[config.mk]
export PLATFORM = sky130hd
export DESIGN_NAME = pwm_ramp_ctrl
export DESIGN_NICKNAME = d
export VERILOG_FILES = /design/src/rtl/pwm_pkg.sv /design/src/rtl/pwm_counter.sv /design/src/rtl/pwm_ramp_ctrl.sv
export SDC_FILE = /design/constraint.sdc
export NUM_CORES = 1
export LEC_CHECK = 0
export ABC_AREA = 1
export ABC_CLOCK_PERIOD_IN_PS = 4800
export BUFFER_PORTS_ARGS = -buffer_cell sky130_fd_sc_hd__clkbuf_2
export CORE_MARGIN = 1
export CORE_UTILIZATION = 60
export CTS_CLUSTER_DIAMETER = 50
export DETAILED_ROUTE_END_ITERATION = 8
export GPL_TIMING_DRIVEN = 0
export PLACE_DENSITY = 0.82
export REMOVE_ABC_BUFFERS = 1
export SLEW_MARGIN = 30
export SYNTH_ARGS = -nofsm -noshare
export SYNTH_HDL_FRONTEND = slang
export SYNTH_SLANG_ARGS = --single-unit
[constraint.sdc]
create_clock -name clk -period 4.8 [get_ports clk]
set_input_delay 0.24 -clock clk [delete_from_list [all_inputs] [get_ports clk]]
set_output_delay 0.24 -clock clk [all_outputs]
set_load 0.02 [all_outputs]
[src/rtl/pwm_pkg.sv]
// Shared definitions for the PWM ramp controller: FSM states and the
// reset / clamp constants for the period, target and step registers.
package pwm_pkg;

  typedef enum logic [1:0] {
    IDLE = 2'd0,
    RAMP = 2'd1,
    HOLD = 2'd2,
    STOP = 2'd3
  } state_t;

  localparam int RST_PERIOD = 1;
  localparam int RST_TARGET = 0;
  localparam int RST_STEP   = 1;
  localparam int MIN_PERIOD = 1;
  localparam int MIN_STEP   = 1;

endpackage

[src/rtl/pwm_counter.sv]
// Period counter and duty compare. The compare is done on the next count
// and next duty so the registered pwm_out lines up with the live count:
// during the cycle where cnt == k, pwm_out is (k < duty).
module pwm_counter #(
  parameter int CNT_W = 8
) (
  input  logic             clk,
  input  logic             rst,
  input  logic             run,
  input  logic             run_nxt,
  input  logic [CNT_W-1:0] period,
  input  logic [CNT_W-1:0] duty_nxt,
  output logic             pwm_out,
  output logic             period_end
);

  logic [CNT_W-1:0] cnt;
  logic [CNT_W-1:0] cnt_nxt;

  // Last cycle of the period; never flagged while the controller is idle.
  always_comb begin
    period_end = run && (cnt == period - CNT_W'(1));
  end

  // Next count: back to 0 on wrap, on start-up and whenever not running.
  always_comb begin
    cnt_nxt = '0;
    if (run && run_nxt && !period_end) begin
      cnt_nxt = cnt + CNT_W'(1);
    end
  end

  // Count register and registered PWM output.
  always_ff @(posedge clk) begin
    if (rst) begin
      cnt     <= '0;
      pwm_out <= 1'b0;
    end else begin
      cnt     <= cnt_nxt;
      pwm_out <= run_nxt && (cnt_nxt < duty_nxt);
    end
  end

endmodule

[src/rtl/pwm_ramp_ctrl.sv]
// PWM generator with a ramped duty cycle. Configs are accepted into shadow
// registers and copied to the active set on period boundaries; the FSM walks
// the duty toward the target (RAMP), holds it (HOLD) or ramps it down to
// zero before going idle (STOP).
module pwm_ramp_ctrl
  import pwm_pkg::*;
#(
  parameter int CNT_W    = 8,
  parameter int STEP_DIV = 4
) (
  input  logic             clk,
  input  logic             rst,
  input  logic             enable,
  input  logic             cfg_valid,
  output logic             cfg_ready,
  input  logic [CNT_W-1:0] cfg_period,
  input  logic [CNT_W-1:0] cfg_target,
  input  logic [CNT_W-1:0] cfg_step,
  output logic             pwm_out,
  output logic             period_end,
  output logic [CNT_W-1:0] cur_duty,
  output logic             at_target,
  output logic             busy
);

  localparam int DIV_W = (STEP_DIV > 1) ? $clog2(STEP_DIV) : 1;
  localparam logic [DIV_W-1:0] DIV_LAST = DIV_W'(STEP_DIV - 1);

  state_t           state, state_n;
  logic [CNT_W-1:0] per_a, tgt_a, step_a;
  logic [CNT_W-1:0] per_s, tgt_s, step_s;
  logic [CNT_W-1:0] per_c, tgt_c, step_c;
  logic [CNT_W-1:0] duty, duty_n;
  logic [DIV_W-1:0] div, div_n;
  logic             accept;
  logic             step_due;
  logic             run;
  logic             run_nxt;

  // One ramp step from d toward t, saturating at t; done one bit wider so
  // d + s and t + s cannot wrap.
  function automatic logic [CNT_W-1:0] step_toward(input logic [CNT_W-1:0] d,
                                                   input logic [CNT_W-1:0] t,
                                                   input logic [CNT_W-1:0] s);
    logic [CNT_W:0] dw, tw, sw, res;
    dw = {1'b0, d};
    tw = {1'b0, t};
    sw = {1'b0, s};
    if (dw < tw) begin
      res = (dw + sw >= tw) ? tw : dw + sw;
    end else if (dw > tw) begin
      res = (dw >= tw + sw) ? dw - sw : tw;
    end else begin
      res = tw;
    end
    return res[CNT_W-1:0];
  endfunction

  // Clamp an offered config into range; the target is limited by the
  // already-clamped period.
  always_comb begin
    per_c  = (cfg_period == '0) ? CNT_W'(MIN_PERIOD) : cfg_period;
    step_c = (cfg_step == '0) ? CNT_W'(MIN_STEP) : cfg_step;
    tgt_c  = (cfg_target > per_c) ? per_c : cfg_target;
  end

  // Status outputs decoded from the current state.
  always_comb begin
    cfg_ready = (state == IDLE) || (state == HOLD);
    at_target = (state == HOLD);
    busy      = (state == RAMP) || (state == STOP);
    cur_duty  = duty;
  end

  assign accept   = cfg_valid && cfg_ready;
  assign run      = (state != IDLE);
  assign run_nxt  = (state_n != IDLE);
  assign step_due = period_end && (div == DIV_LAST);

  // Next state, next duty and ramp divider. A step lands on every
  // STEP_DIV-th period_end so the new duty starts with the next period.
  always_comb begin
    state_n = state;
    duty_n  = duty;
    div_n   = div;
    case (state)
      IDLE: begin
        duty_n = '0;
        div_n  = '0;
        if (enable) state_n = RAMP;
      end
      RAMP: begin
        if (!enable) begin
          state_n = STOP;
          div_n   = '0;
        end else if (duty == tgt_a) begin
          state_n = HOLD;
          div_n   = '0;
        end else if (period_end) begin
          div_n = step_due ? '0 : div + DIV_W'(1);
          if (step_due) duty_n = step_toward(duty, tgt_a, step_a);
        end
      end
      HOLD: begin
        if (!enable) begin
          state_n = STOP;
        end else if (period_end && (tgt_s != duty)) begin
          // The target being applied right now counts as the first ramp tick.
          state_n = RAMP;
          div_n   = step_due ? '0 : div + DIV_W'(1);
          if (step_due) duty_n = step_toward(duty, tgt_s, step_s);
        end
      end
      STOP: begin
        if (enable) begin
          state_n = RAMP;
          div_n   = '0;
        end else if (period_end) begin
          if (duty == '0) begin
            state_n = IDLE;
            div_n   = '0;
          end else begin
            div_n = step_due ? '0 : div + DIV_W'(1);
            if (step_due) duty_n = step_toward(duty, '0, step_a);
          end
        end
      end
      default: state_n = IDLE;
    endcase
  end

  // State, duty and divider registers.
  always_ff @(posedge clk) begin
    if (rst) begin
      state <= IDLE;
      duty  <= '0;
      div   <= '0;
    end else begin
      state <= state_n;
      duty  <= duty_n;
      div   <= div_n;
    end
  end

  // Shadow registers take accepted configs; the active set follows at
  // period_end, or at once while idle since nothing is running then.
  always_ff @(posedge clk) begin
    if (rst) begin
      per_a  <= CNT_W'(RST_PERIOD);
      tgt_a  <= CNT_W'(RST_TARGET);
      step_a <= CNT_W'(RST_STEP);
      per_s  <= CNT_W'(RST_PERIOD);
      tgt_s  <= CNT_W'(RST_TARGET);
      step_s <= CNT_W'(RST_STEP);
    end else begin
      if (accept) begin
        per_s  <= per_c;
        tgt_s  <= tgt_c;
        step_s <= step_c;
      end
      if ((state == IDLE) && accept) begin
        per_a  <= per_c;
        tgt_a  <= tgt_c;
        step_a <= step_c;
      end else if (period_end) begin
        per_a  <= per_s;
        tgt_a  <= tgt_s;
        step_a <= step_s;
      end
    end
  end

  pwm_counter #(
    .CNT_W(CNT_W)
  ) u_counter (
    .clk       (clk),
    .rst       (rst),
    .run       (run),
    .run_nxt   (run_nxt),
    .period    (per_a),
    .duty_nxt  (duty_n),
    .pwm_out   (pwm_out),
    .period_end(period_end)
  );

endmodule

==> run_results.csv <==
group,metric,value,unit
synthesis,synthSimpleGateAreaFrac,0.242,
sta,finalCritPeriodShare,0.928,
routing,first_pass_iters,7,
sta,setup_violations,0,
synthesis,synth_fa_ha_area_frac,0.205,
routing,wl_per_cell,16.2,um
layout,layout.cells.non_filler,1336,
power_and_ir_drop,p_per_area,396,nW/um^2
job,drv_cap,0,
clocking,ctsRootBufferMaster,"clkbuf_16",
floorplanning,io_pins,41,
critical_path,r2r_end,"u_counter.pwm_out",
clocking,cts_buffers,9,
routing,drc,0,
clocking,clockBufferDepth,2,
global_route,grt_pass1_vias,7144,
clocking,clk_latency,340,ps
layout,final_common_cell,"nand2_1",
floorplanning,die_area,12900,um^2
synthesis,ys_types,53,
global_route,grt_max_degree,44,
hold_path,hp-class,"in -> reg",
critical_path,path_delay_family,"adder cells",
synthesis,synth-compound-area-share,0.216,
floorplanning,dieWidth,114,um
place,portBuffers,40,
routing,drt_iter0_drc,587,
critical_path,r2r-start,"cur_duty[0]",
synthesis,synthCells,1138,
routing,viasPerCell,5.79,
power_and_ir_drop,power,3.25,mW
routing,drtAntennaViolNets,0,
layout,multi_input_area,5380,um^2
sta,slew_viol_final,0,
floorplanning,rows,40,
floorplanning,start_util,0.619,
clocking,clk_pin_slew_worst_paths,60,ps
critical_path,arrival,4680,ps
clocking,clock-sinks,69,
critical_path,crit_buf_inv,4,
critical_path,crit_fanout,7,
global_route,antenna_found_initial,1,
synthesis,yosysWarnings,0,
routing,dr_total_vias,7742,
place,dp_slack,-177,ps
sta,tns,0,ps
synthesis,synth_edf_count,0,
floorplanning,die_h,114,um
sta,relSlewSlack,0.385,
sta,final.min_clock_period,4450,ps
clocking,cts_htree_levels,3,
synthesis,muxShareOfSynthArea,0,
critical_path,r2r_setup_slack,350,ps
hold_path,min_from,"cfg_period[2]",
layout,mostFrequentLayoutCells,"238 x nand2_1, 164 x inv_1, 110 x ha_1",
routing,totalWireLength,21700,um
sta,worst_pin_slew,923,ps
global_route,gr-usage-all-layers,0.345,
sta,finClkSkew,3.71,ps
synthesis,synth_top_family_by_area,"simple AND/OR/NAND/NOR gates",
critical_path,crit_required,5030,ps
synthesis,netlist_area,7500,um^2
synthesis,ys.flop_type,"dfxtp_1",
global_route,grt_pass1_wl,35000,um
critical_path,start_kind,"flip-flop",
place,dp_cells,1317,
layout,drive_gt1_frac,0.0899,
layout,seq_area,1400,um^2
layout,area_growth,9.68,%
synthesis,synth_xor_area_frac,0.0479,
floorplanning,core,12100,um^2
clocking,cts_tree,"yes",
status,status,"finished, final reports clean",
critical_path,crit_slowest_cell,"fa_1",
critical_path,slowest_delay,440,ps
layout,n_antenna_cell,0,
critical_path,critPathCaptureType,"flip-flop",
power_and_ir_drop,power_leakage,4.08,nW
global_route,grt-ovfl-total,0,
critical_path,critPathKind,"reg -> reg",
place,place_congestion,1.00,
sta,fin_ws,348,ps
sta,timing.fmax,0.225,GHz
synthesis,async_reset_ff_frac,0,
sta,hold_viol_final,0,
synthesis,syn_area_per_cell,6.59,um^2
layout,layout.nets,1310,
critical_path,path_cells,"ha_1 > fa_1 > a31oi_2 > xor2_1 > inv_1 > ha_1 > nand4_1 > nor2_1 > nor2_1 > o21ai_0 > nand2_1 > nand3_2 > inv_2 > o21ai_0 > a21oi_1 > o21ai_1 > inv_1 > o211ai_2 > inv_1 > ha_1 > nand2_1 > or2_2 > nand4_1 > a21oi_2",
synthesis,yosysSeqAreaShare,0.184,
critical_path,reg2reg_depth,24,
place,hpwlAfterDp,16400,um
hold_path,hold_depth,3,
hold_path,min_to,"per_a[2]",
layout,fillers,1130,
synthesis,ys_ff_latch,69,
sta,holdWs,174,ps
power_and_ir_drop,ir_worst_vdd,0.000368,V
metal layers:
| metal | part of all wire | routed length, um | global-route usage | vias to the layer above |
|---|---|---|---|---|
| met5 | 0 | 0 | 0 | - |
| met4 | 0.039 | 836 | 0.127 | 0 |
| met3 | 0.087 | 1900 | 0.0845 | 74 |
| met2 | 0.46 | 9970 | 0.576 | 317 |
| met1 | 0.41 | 8990 | 0.432 | 3477 |
| li1 | - | - | - | 3874 |
power breakdown:
group,leakage [nW],switching [mW],total (mW),internal (mW)
Clock,0.167,0.248,0.769,0.521
Combinational,3.35,1.12,1.68,0.563
Sequential,0.571,0.140,0.805,0.665
kinds of logic after synthesis:
kind of cell | count (synthesis)
simple gates | 420
compound gates | 285
buf+inv | 204
fa+ha+maj | 119
flops | 69
xor+xnor | 41
Yosys cell counts (2+ instances only):
cell      count  area (um^2)
nand2_1     239          897
a221oi_1      2         17.5
xor2_1       35          307
clkbuf_1     21         78.8
or2_2         2         12.5
nand4_1      14         87.6
o21ai_1      12         60.1
o21ai_0      91          455
nor2_2        6         37.5
buf_6         2         22.5
a22oi_1       3         22.5
nor4_1        8         50.1
nor2_4        2         22.5
nand3_1      44          220
a211oi_1      5         37.5
clkinv_1      5         18.8
dfxtp_1      69         1380
o21a_1        2         15.0
fa_1          6          120
inv_2         3         11.3
a21oi_1     107          536
inv_1       165          619
a21oi_2       2         17.5
nor3_1       19         95.1
o21bai_1      7         52.6
ha_1        113         1410
nand3_2       4         40.0
buf_2         6         30.0
a31oi_1      24          150
o311ai_0      2         17.5
nand2_2       3         18.8
xnor2_1       6         52.6
nor2_1       73          274
o211ai_1     17          128
cell type report:
cell class	instances	share of cell area
clock buffer	12	0.0300
sequential	69	0.170
multi-input combinational	865	0.654
clock inverter	4	0.0116
inverter	174	0.0800
timing repair buffer	44	0.0285
tap	168	0.0256
through the flow:
step                      area (um^2)  utilization
final                            8220        0.679
after global routing             8220        0.679
after CTS                        8130        0.671
after detailed placement         7790        0.643
after global placement           7770        0.642
after floorplan                  7360            -
worst max-delay path by stage:
| stage | start | end | slack [ps] | depth (start not counted) |
|---|---|---|---|---|
| after floorplan | cur_duty[1] | u_counter.pwm_out | 610 | 26 |
| after global placement | cur_duty[1] | u_counter.pwm_out | -110 | 26 |
| after detailed placement | cur_duty[1] | u_counter.pwm_out | -180 | 26 |
| after CTS | cur_duty[4] | u_counter.pwm_out | 100 | 24 |
| after global routing | step_s[3] | u_counter.pwm_out | -30 | 27 |
| final | cur_duty[0] | u_counter.pwm_out | 350 | 24 |
worst min-delay path, cell delays in order:
cell      delay, ps
clkbuf_2         90
nand2_1          60
a31oi_1          70
registers in the layout (all words and copies together), names as in the netlist:
name and cells:
tgt_s 8, cur_duty 8, div 2, step_a 8
per_s 8, step_s 8, u_counter.pwm_out 1, u_counter.cnt 8
per_a 8, state 2, tgt_a 8
repair_timing:
action,4_1_cts,5_1_grt
buffers inserted,0,3
hold buffers,0,0
resized for setup,3,17
pin swaps,0,3
endpoints found under the setup margin,1,1
Note: power is estimated with default switching activity, not from simulation.
